## src/rtl/mem_arb_pkg.sv

```systemverilog
// Shared types and parameter range checks for the fetch / load-store memory arbiter.
package mem_arb_pkg;

  typedef enum logic [1:0] {
    ST_IDLE  = 2'd0,
    ST_ISSUE = 2'd1,
    ST_WAIT  = 2'd2,
    ST_RESP  = 2'd3
  } state_t;

  typedef enum logic {
    OWN_IF = 1'b0,
    OWN_LS = 1'b1
  } owner_t;

  localparam int MEM_LAT_MIN    = 1;
  localparam int MEM_LAT_MAX    = 7;
  localparam int STARVE_MAX_MIN = 1;
  localparam int STARVE_MAX_MAX = 15;

  function automatic bit mem_lat_ok(input int lat);
    return (lat >= MEM_LAT_MIN) && (lat <= MEM_LAT_MAX);
  endfunction

  function automatic bit starve_max_ok(input int limit);
    return (limit >= STARVE_MAX_MIN) && (limit <= STARVE_MAX_MAX);
  endfunction

endpackage

```

## src/rtl/mem_arbiter_if.sv

```systemverilog
// Bundle of the fetch, load/store and memory-macro signals around the arbiter.
interface mem_arbiter_if;

  logic        if_req;
  logic [31:0] if_addr;
  logic        if_flush;
  logic [31:0] if_rdata;
  logic        if_valid;
  logic        if_stall;

  logic        ls_req;
  logic [31:0] ls_addr;
  logic [3:0]  ls_we;
  logic [31:0] ls_wdata;
  logic [31:0] ls_rdata;
  logic        ls_valid;
  logic        ls_stall;

  logic        mem_req;
  logic [31:0] mem_addr;
  logic [3:0]  mem_we;
  logic [31:0] mem_wdata;
  logic [31:0] mem_rdata;

  // The arbiter side.
  modport slave (
    input  if_req, if_addr, if_flush,
    input  ls_req, ls_addr, ls_we, ls_wdata,
    input  mem_rdata,
    output if_rdata, if_valid, if_stall,
    output ls_rdata, ls_valid, ls_stall,
    output mem_req, mem_addr, mem_we, mem_wdata
  );

  // The core requesters together with the memory macro.
  modport master (
    output if_req, if_addr, if_flush,
    output ls_req, ls_addr, ls_we, ls_wdata,
    output mem_rdata,
    input  if_rdata, if_valid, if_stall,
    input  ls_rdata, ls_valid, ls_stall,
    input  mem_req, mem_addr, mem_we, mem_wdata
  );

endinterface

```

## src/rtl/mem_arbiter.sv

```systemverilog
// Serialises fetch and load/store accesses onto one fixed-latency memory port,
// one access outstanding at a time, with fetch anti-starvation and flush kill.
module mem_arbiter
  import mem_arb_pkg::*;
#(
  parameter int MEM_LAT    = 1,
  parameter int STARVE_MAX = 4
) (
  input  logic         clk,
  input  logic         rstn,
  mem_arbiter_if.slave bus
);

  if (!mem_lat_ok(MEM_LAT)) begin : g_bad_mem_lat
    $error("mem_arbiter: MEM_LAT must be in 1..7");
  end
  if (!starve_max_ok(STARVE_MAX)) begin : g_bad_starve_max
    $error("mem_arbiter: STARVE_MAX must be in 1..15");
  end

  localparam logic [2:0] LAT_LOAD   = 3'(MEM_LAT - 1);
  localparam logic [3:0] STARVE_LIM = 4'(STARVE_MAX);

  state_t      state;
  owner_t      owner;
  logic [2:0]  lat_cnt;
  logic [3:0]  starve_cnt;
  logic        kill;
  logic        is_store;

  logic        mem_req_q;
  logic [31:0] mem_addr_q;
  logic [3:0]  mem_we_q;
  logic [31:0] mem_wdata_q;
  logic [31:0] if_rdata_q;
  logic        if_valid_q;
  logic [31:0] ls_rdata_q;
  logic        ls_valid_q;

  logic        any_req;
  logic        fetch_wins;
  logic        flush_hit;
  logic        drop_fetch;

  assign any_req    = bus.if_req | bus.ls_req;
  // Load/store is the older instruction, so it wins unless fetch has waited too long.
  assign fetch_wins = bus.if_req & (~bus.ls_req | (starve_cnt == STARVE_LIM));
  assign flush_hit  = (state != ST_IDLE) && (owner == OWN_IF) && bus.if_flush;
  // A flush in the capture cycle itself must also suppress the response.
  assign drop_fetch = kill | flush_hit;

  always_ff @(posedge clk or negedge rstn) begin
    if (!rstn) begin
      // NOTE: the data registers are reset as well, so every output is 0 out of reset.
      state       <= ST_IDLE;
      owner       <= OWN_IF;
      lat_cnt     <= 3'd0;
      starve_cnt  <= 4'd0;
      kill        <= 1'b0;
      is_store    <= 1'b0;
      mem_req_q   <= 1'b0;
      mem_addr_q  <= 32'd0;
      mem_we_q    <= 4'd0;
      mem_wdata_q <= 32'd0;
      if_rdata_q  <= 32'd0;
      if_valid_q  <= 1'b0;
      ls_rdata_q  <= 32'd0;
      ls_valid_q  <= 1'b0;
    end else begin
      // NOTE: non-blocking assignments so every branch below sees pre-edge values.
      if (flush_hit) begin
        kill <= 1'b1;
      end

      case (state)
        ST_IDLE: begin
          kill <= 1'b0;
          if (!bus.if_req) begin
            starve_cnt <= 4'd0;
          end
          if (any_req) begin
            state     <= ST_ISSUE;
            mem_req_q <= 1'b1;
            lat_cnt   <= LAT_LOAD;
            if (fetch_wins) begin
              owner       <= OWN_IF;
              is_store    <= 1'b0;
              mem_addr_q  <= bus.if_addr;
              mem_we_q    <= 4'd0;
              mem_wdata_q <= 32'd0;
              starve_cnt  <= 4'd0;
            end else begin
              owner       <= OWN_LS;
              is_store    <= (bus.ls_we != 4'd0);
              mem_addr_q  <= bus.ls_addr;
              mem_we_q    <= bus.ls_we;
              mem_wdata_q <= bus.ls_wdata;
              if (bus.if_req && (starve_cnt != 4'hF)) begin
                starve_cnt <= starve_cnt + 4'd1;
              end
            end
          end
        end

        ST_ISSUE: begin
          state     <= ST_WAIT;
          mem_req_q <= 1'b0;
          mem_we_q  <= 4'd0;
        end

        ST_WAIT: begin
          if (lat_cnt == 3'd0) begin
            state <= ST_RESP;
            if (owner == OWN_LS) begin
              ls_valid_q <= 1'b1;
              if (!is_store) begin
                ls_rdata_q <= bus.mem_rdata;
              end
            end else if (!drop_fetch) begin
              if_valid_q <= 1'b1;
              if_rdata_q <= bus.mem_rdata;
            end
          end else begin
            lat_cnt <= lat_cnt - 3'd1;
          end
        end

        ST_RESP: begin
          state      <= ST_IDLE;
          if_valid_q <= 1'b0;
          ls_valid_q <= 1'b0;
        end

        default: begin
          state <= ST_IDLE;
        end
      endcase
    end
  end

  assign bus.mem_req   = mem_req_q;
  assign bus.mem_addr  = mem_addr_q;
  assign bus.mem_we    = mem_we_q;
  assign bus.mem_wdata = mem_wdata_q;

  assign bus.if_rdata  = if_rdata_q;
  assign bus.if_valid  = if_valid_q;
  assign bus.if_stall  = bus.if_req & ~if_valid_q;

  assign bus.ls_rdata  = ls_rdata_q;
  assign bus.ls_valid  = ls_valid_q;
  assign bus.ls_stall  = bus.ls_req & ~ls_valid_q;

endmodule

```

## src/flat_wrapper.sv

```systemverilog
// flat-port wrapper written by rule: the top's interface ports become plain ports
module mem_arbiter_flat import mem_arb_pkg::*;
#(
  parameter int MEM_LAT    = 1,
  parameter int STARVE_MAX = 4
)
  (clk, rstn, bus_if_req, bus_if_addr, bus_if_flush, bus_ls_req, bus_ls_addr, bus_ls_we, bus_ls_wdata, bus_mem_rdata, bus_if_rdata, bus_if_valid, bus_if_stall, bus_ls_rdata, bus_ls_valid, bus_ls_stall, bus_mem_req, bus_mem_addr, bus_mem_we, bus_mem_wdata);
  mem_arbiter_if bus_i ();
  input  logic clk;
  input  logic rstn;
  input wire logic [$bits(bus_i.if_req)-1:0] bus_if_req;
  input wire logic [$bits(bus_i.if_addr)-1:0] bus_if_addr;
  input wire logic [$bits(bus_i.if_flush)-1:0] bus_if_flush;
  input wire logic [$bits(bus_i.ls_req)-1:0] bus_ls_req;
  input wire logic [$bits(bus_i.ls_addr)-1:0] bus_ls_addr;
  input wire logic [$bits(bus_i.ls_we)-1:0] bus_ls_we;
  input wire logic [$bits(bus_i.ls_wdata)-1:0] bus_ls_wdata;
  input wire logic [$bits(bus_i.mem_rdata)-1:0] bus_mem_rdata;
  output wire logic [$bits(bus_i.if_rdata)-1:0] bus_if_rdata;
  output wire logic [$bits(bus_i.if_valid)-1:0] bus_if_valid;
  output wire logic [$bits(bus_i.if_stall)-1:0] bus_if_stall;
  output wire logic [$bits(bus_i.ls_rdata)-1:0] bus_ls_rdata;
  output wire logic [$bits(bus_i.ls_valid)-1:0] bus_ls_valid;
  output wire logic [$bits(bus_i.ls_stall)-1:0] bus_ls_stall;
  output wire logic [$bits(bus_i.mem_req)-1:0] bus_mem_req;
  output wire logic [$bits(bus_i.mem_addr)-1:0] bus_mem_addr;
  output wire logic [$bits(bus_i.mem_we)-1:0] bus_mem_we;
  output wire logic [$bits(bus_i.mem_wdata)-1:0] bus_mem_wdata;
  assign bus_i.if_req = bus_if_req;
  assign bus_i.if_addr = bus_if_addr;
  assign bus_i.if_flush = bus_if_flush;
  assign bus_i.ls_req = bus_ls_req;
  assign bus_i.ls_addr = bus_ls_addr;
  assign bus_i.ls_we = bus_ls_we;
  assign bus_i.ls_wdata = bus_ls_wdata;
  assign bus_i.mem_rdata = bus_mem_rdata;
  assign bus_if_rdata = bus_i.if_rdata;
  assign bus_if_valid = bus_i.if_valid;
  assign bus_if_stall = bus_i.if_stall;
  assign bus_ls_rdata = bus_i.ls_rdata;
  assign bus_ls_valid = bus_i.ls_valid;
  assign bus_ls_stall = bus_i.ls_stall;
  assign bus_mem_req = bus_i.mem_req;
  assign bus_mem_addr = bus_i.mem_addr;
  assign bus_mem_we = bus_i.mem_we;
  assign bus_mem_wdata = bus_i.mem_wdata;
  mem_arbiter #(.MEM_LAT(MEM_LAT), .STARVE_MAX(STARVE_MAX)) u_core (.clk(clk), .rstn(rstn), .bus(bus_i));
endmodule
```

## config.mk

```make
export PLATFORM = sky130hd
export DESIGN_NAME = mem_arbiter_flat
export DESIGN_NICKNAME = d
export VERILOG_FILES = /design/src/rtl/mem_arb_pkg.sv /design/src/rtl/mem_arbiter_if.sv /design/src/rtl/mem_arbiter.sv /design/src/flat_wrapper.sv
export SDC_FILE = /design/constraint.sdc
export NUM_CORES = 1
export LEC_CHECK = 0
export BUFFER_PORTS_ARGS = -buffer_cell sky130_fd_sc_hd__buf_2
export CAP_MARGIN = 20
export CORE_MARGIN = 2
export CORE_UTILIZATION = 43
export CTS_CLUSTER_SIZE = 28
export DETAILED_ROUTE_END_ITERATION = 12
export HOLD_SLACK_MARGIN = 0.05
export PLACE_DENSITY = 0.73
export SYNTH_ARGS = -nofsm -noshare
export SYNTH_HDL_FRONTEND = slang
export SYNTH_SLANG_ARGS = --single-unit
export TNS_END_PERCENT = 30
```

## constraint.sdc

```tcl
create_clock -name clk -period 1.73 [get_ports clk]
set_input_delay 0.4325 -clock clk [delete_from_list [all_inputs] [get_ports clk]]
set_output_delay 0.4325 -clock clk [all_outputs]
set_load 0.01 [all_outputs]
```

# Word level (Yosys, flattened, before mapping)
# Index checks and enable logic that the tools add are counted.
[totals]
reg_bits = 147
inputBits = 137
out_inout_bits = 137
wordCells = 86
[op_classes]
addsub = 2
eq_ne = 11
n_mux = 28
n_bitwise = 12
n_reduce_logical = 19
[op_table]
columns = ["op", "count"]
rows = [
  ["$mux W32", 2],
  ["$mux W4", 6],
  ["$reduce_and A4 Y1", 3],
  ["$mux W1", 10],
  ["$reduce_bool A2 Y1", 5],
  ["$pmux W2 S4", 1],
  ["$pmux W4 S2", 1],
  ["$mux W3", 2],
  ["$ne A2 B1 Y1 const B", 3],
  ["$ne A2 B2 Y1 const B", 3],
  ["$not A1 Y1", 6],
  ["$pmux W1 S2", 3],
  ["$pmux W3 S2", 1],
  ["$reduce_and A2 Y1", 3],
  ["$reduce_and A3 Y1", 2],
  ["$add A4 B1 Y4 const B", 1],
  ["$eq A2 B2 Y1 const B", 2],
  ["$eq A4 B3 Y1 const B", 1],
  ["$mux W2", 2],
  ["$ne A4 B4 Y1 const B", 1],
  ["$reduce_bool A4 Y1", 1],
  ["$and A1 B1 Y1", 3],
  ["$logic_and A1 B1 Y1", 3],
  ["$logic_not A3 Y1", 1],
  ["4 further kinds", 6],
]

# Logic depth before layout (Yosys ltp)
[logic_depth]
depth_word = 8
depth_mapped = 8
mapped_depth_nobuf = 6

# Worst setup path after synthesis
# Ideal clock, no wire load.
[synth_path]
kind = "reg2reg"
from = "reg u_core.state[0]"
to = "reg u_core.if_rdata_q[10], in the netlist u_core.bus.if_rdata[10]"
setup_time_ns = 0.125
t_arrival_ns = 1.733
required_time_ns = 1.605
slack_ns = -0.128
stages_incl_launch_ff = 8
n_path_buf = 1
cell_sequence = "dfrtp_1 inv_1 ha_1 inv_1 a2111oi_4 nand2_2 buf_6 mux2_4"
[synth_between]
elab_chain_len = 6
word_cells_on_any_way = 7
[synth_rtl]
columns = ["item", "line_no", "text"]
rows = [
  ["start, declared", "mem_arbiter.sv:24", "state_t state;"],
  ["start signal, assigned", "mem_arbiter.sv:55", "state <= ST_IDLE;"],
  ["start signal, assigned", "mem_arbiter.sv:82", "state <= ST_ISSUE;"],
  ["start signal, assigned", "mem_arbiter.sv:106", "state <= ST_WAIT;"],
  ["$reduce_bool A2 Y1", "mem_arbiter.sv:48", "assign flush_hit = (state != ST_IDLE) && (owner == OWN_IF) && bus.if_flush;"],
  ["$logic_and A1 B1 Y1 (2 in a row)", "mem_arbiter.sv:48", ""],
  ["$or A1 B1 Y1", "mem_arbiter.sv:50", "assign drop_fetch = kill | flush_hit;"],
  ["$not A1 Y1 (no line)", "-", ""],
  ["$reduce_and A4 Y1 (no line) (*)", "-", ""],
  ["end signal, assigned", "mem_arbiter.sv:121", "if_rdata_q <= bus.mem_rdata;"],
  ["end, declared", "mem_arbiter.sv:35", "logic [31:0] if_rdata_q;"],
]
# Every way passes the cells marked *; elsewhere a longest branch is shown, timed or not.
# A chain may end at the register's enable or synchronous reset.

# Worst setup path after layout
[layout_path]
from = "reg u_core.state[0]"
to = "reg u_core.if_rdata_q[6], in the netlist u_core.bus.if_rdata[6]"
# Same word-level chain as after synthesis.

==> impl_metrics.toml <==
[yosys]
ys_warn_count = 0
synth-edff-count = 0
synth_cells = 569
ys_async_sr_fraction_pct = 100.0
netlist_area_sq_mm = 0.006286
synth_ff_type = "dfrtp_1"
ys_ff_latch = 147
ys_types = 41
yosysSeqAreaShare_pct = 58.52
avgSynthCellArea_sq_um = 11.05
syn_nets = 715

[place]
dpl.hpwl_microns = 11780
numPortBuffers = 273
place_inst = 1024
gp_congestion = 0.8036
post-place-ws_ns = -0.08628

[timing]
period_minus_slack_ns = 1.808
fin_ws_ns = -0.07792
finalSetupViolCount = 53
max_slew_margin_pct = 75.41
clock.fmax_mhz = 553.1
hold_viol = 0
slew_viol_final = 0
holdWs_ns = 0.2359
worstMarginPinSlew_ns = 0.3642
finalCritPeriodShare_pct = 104.5
fin_skew_ns = 0.007893
rsz0062_at_grt = "yes"

[floorplan]
die_area_sq_mm = 0.01560
die_w_microns = 124.9
ios = 274
die_y_microns = 124.9
rows = 44
start_util_pct = 43.58
core_area_sq_mm = 0.01442

[critical_path]
startpoint = "u_core.state[0]"
crit_path_frequent_cell = "inv_2"
crit_chain = "inv_2, ha_4, inv_2, a2111oi_4, nand2_2, buf_12, mux2_4"
required_ns = 2.03
path_class = "flip-flop to flip-flop"
cp_slowest_cell = "dfrtp_1"
rr_startpoint = "u_core.state[0]"
timing.rr.end = "u_core.bus.if_rdata[6]"
rrSetupSlack_ns = -0.08
arrival_ns = 2.10
cp-start-kind = "flip-flop"
cp-endpoint = "u_core.bus.if_rdata[6]"
worstPathMaxFanout = 32
r2r_cells = 7
crit_path_end_kind = "flip-flop"
max_stage_delay_ns = 0.39

[clocking]
cts_buffers = 17
tritoncts = "done"
clkSlewWorstSetupHoldPaths_ns = 0.06
worstSkewPairLatency_ns = 0.41
cts-root-buf = "clkbuf_16"
cts_buffer_depth = 2
cts.sinks = 147
h-tree-depth = 4

[detailed_routing]
finalWirelength_microns = 16670
drt-met1-wl_microns = 7058
antenna_left = 0
vias = 5352
wire_per_inst_microns = 15.78
top_layer_used = "met4"
drt-vias-per-instance = 5.068
wl_met2_microns = 8109
route.detailed.drc = 0
drtPass1Iterations = 4
wl_met3_microns = 1228
drtIter0Drc = 304

[layout]
layout_commonest_cell = "buf_2"
syn2layout_area_growth_pct = 39.97
drive_gt1_share_pct = 48.62
fillers = 1216
nets = 1006
stdcell_count = 1056
layout_common_cells = "272 x buf_2, 147 x dfrtp_1, 112 x nand2_1"
multiInputGateArea_sq_mm = 0.002512
ff_latch_area_sq_mm = 0.003679
antenna_cells = 0

[grt]
grt_pass1_vias = 5392
grt_pass1_wl_microns = 27470
grt_max_degree = 66
overflow = 0
grt_usage_pct = 21.87
antenna_found_initial = 0

[power]
switching_power_w = 0.006116
vdd_drop_max_uv = 904.0
internal_power_w = 0.01070
clock_power_share_pct = 22.4
pwr-share-comb_pct = 41.8
p_seq_share_pct = 35.8
leakagePower_nw = 4.634
p_per_area_mw_per_mm2 = 1912
sw_frac_of_total_pct = 36.36

[outcome]
violations = "setup timing"
status = "complete, but fails checks"

[worst_hold_path]
hp-class = "input port to flip-flop"

[job]
drv_cap = 0
-- metrics by stage --
stage	TNS [ns]	util [%]	area, sq um	power (W)
after CTS	-2.442	60.69	8753	0.01688
after global routing	-7.489	61.00	8798	0.01798
after detailed placement	-4.244	56.36	8129	0.01301
after global placement	-1.608	56.36	8129	0.01278
after floorplan	-3.288	-	6312	0.009873
final	-2.234	61.00	8798	0.01682
-- sequential cells by signal, indices dropped and copies added (netlist names) --
signal / cells
u_core.bus.ls_valid: 1
u_core.lat_cnt: 3
u_core.state: 2
u_core.bus.mem_req: 1
u_core.bus.if_rdata: 32
u_core.bus.ls_rdata: 32
u_core.starve_cnt: 4
u_core.owner: 1
u_core.is_store: 1
u_core.bus.if_valid: 1
u_core.bus.mem_we: 4
u_core.bus.mem_wdata: 32
u_core.kill: 1
u_core.bus.mem_addr: 32
-- what timing repair did --
item,CTS,global route
resized for setup,3,12
endpoints found under the setup margin,64,78
setup buffers,0,0
hold endpoints to repair,29,0
hold buffers,1,0
-- worst max-delay path: cells and delay by family, from the launching register on --
family	cells	cell delay, ns
multiplexers	1	0.32
adder cells (fa/ha/maj)	1	0.13
flip-flops	1	0.39
buffers and inverters	3	0.35
AND/OR/NAND/NOR	1	0.10
AO/OA/AOI/OAI	1	0.38
-- kinds of logic after synthesis --
group / synth area share (%)
AND/OR/NAND/NOR: 13.69
buffers and inverters: 3.205
AO/OA/AOI/OAI: 9.534
flip-flops: 58.52
adder cells (fa/ha/maj): 1.791
multiplexers: 13.26
-- worst min path at each step --
stage | end | startpoint | slack [ns] | cells after the start
after global placement | u_core.bus.if_rdata[3] | rstn | 0.34 | 1
after global routing | u_core.bus.mem_wdata[8] | bus_ls_wdata[8] | 0.22 | 3
after detailed placement | u_core.bus.ls_rdata[3] | rstn | 0.35 | 1
after floorplan | u_core.bus.if_rdata[0] | rstn | 0.14 | 0
after CTS | u_core.bus.mem_wdata[18] | bus_ls_wdata[18] | 0.22 | 3
final | u_core.bus.mem_wdata[8] | bus_ls_wdata[8] | 0.24 | 3
-- routing by layer --
layer	vias up	GRT usage [%]
li1	2519	-
met2	233	36.07
met1	2579	27.99
met5	-	0
met3	21	5.885
met4	0	7.778
-- cell type report --
cell class | count | share of cell area (%)
clock inverters | 14 | 2.034
clock buffers | 17 | 4.835
flip-flops and latches | 147 | 41.81
repair buffers | 306 | 19.77
multi-input cells | 379 | 28.56
well taps | 184 | 2.617
inverters | 9 | 0.3840
-- power by group through the flow --
| stage | Sequential [W] | Combinational (W) | Clock (W) |
|---|---|---|---|
| 3_5_place_dp | 0.00604 | 0.00698 | 0 |
| 5_1_grt | 0.00623 | 0.00774 | 0.00401 |
| 3_3_place_gp | 0.00604 | 0.00674 | 0 |
| 6_report | 0.00602 | 0.00703 | 0.00377 |
| 2_1_floorplan | 0.00669 | 0.00319 | 0 |
| 4_1_cts | 0.00602 | 0.00700 | 0.00385 |
-- cells in the mapped netlist (all sizes together) (2+ instances only) --
cell type | instances | area, sq um
dfrtp | 147 | 3679
nand2 | 113 | 426.7
a21oi | 68 | 340.3
mux2 | 64 | 833.3
nor2 | 40 | 150.1
nand3 | 34 | 170.2
buf | 22 | 122.6
o21ai | 18 | 90.08
clkbuf | 12 | 45.04
ha | 9 | 112.6
inv | 9 | 33.78
nor2b | 5 | 31.28
a22o | 2 | 17.52
a31oi | 2 | 12.51
and3b | 2 | 17.52
nand2b | 2 | 20.02
o211ai | 2 | 15.01
o22ai | 2 | 12.51
(Power assumes the default switching activity.)
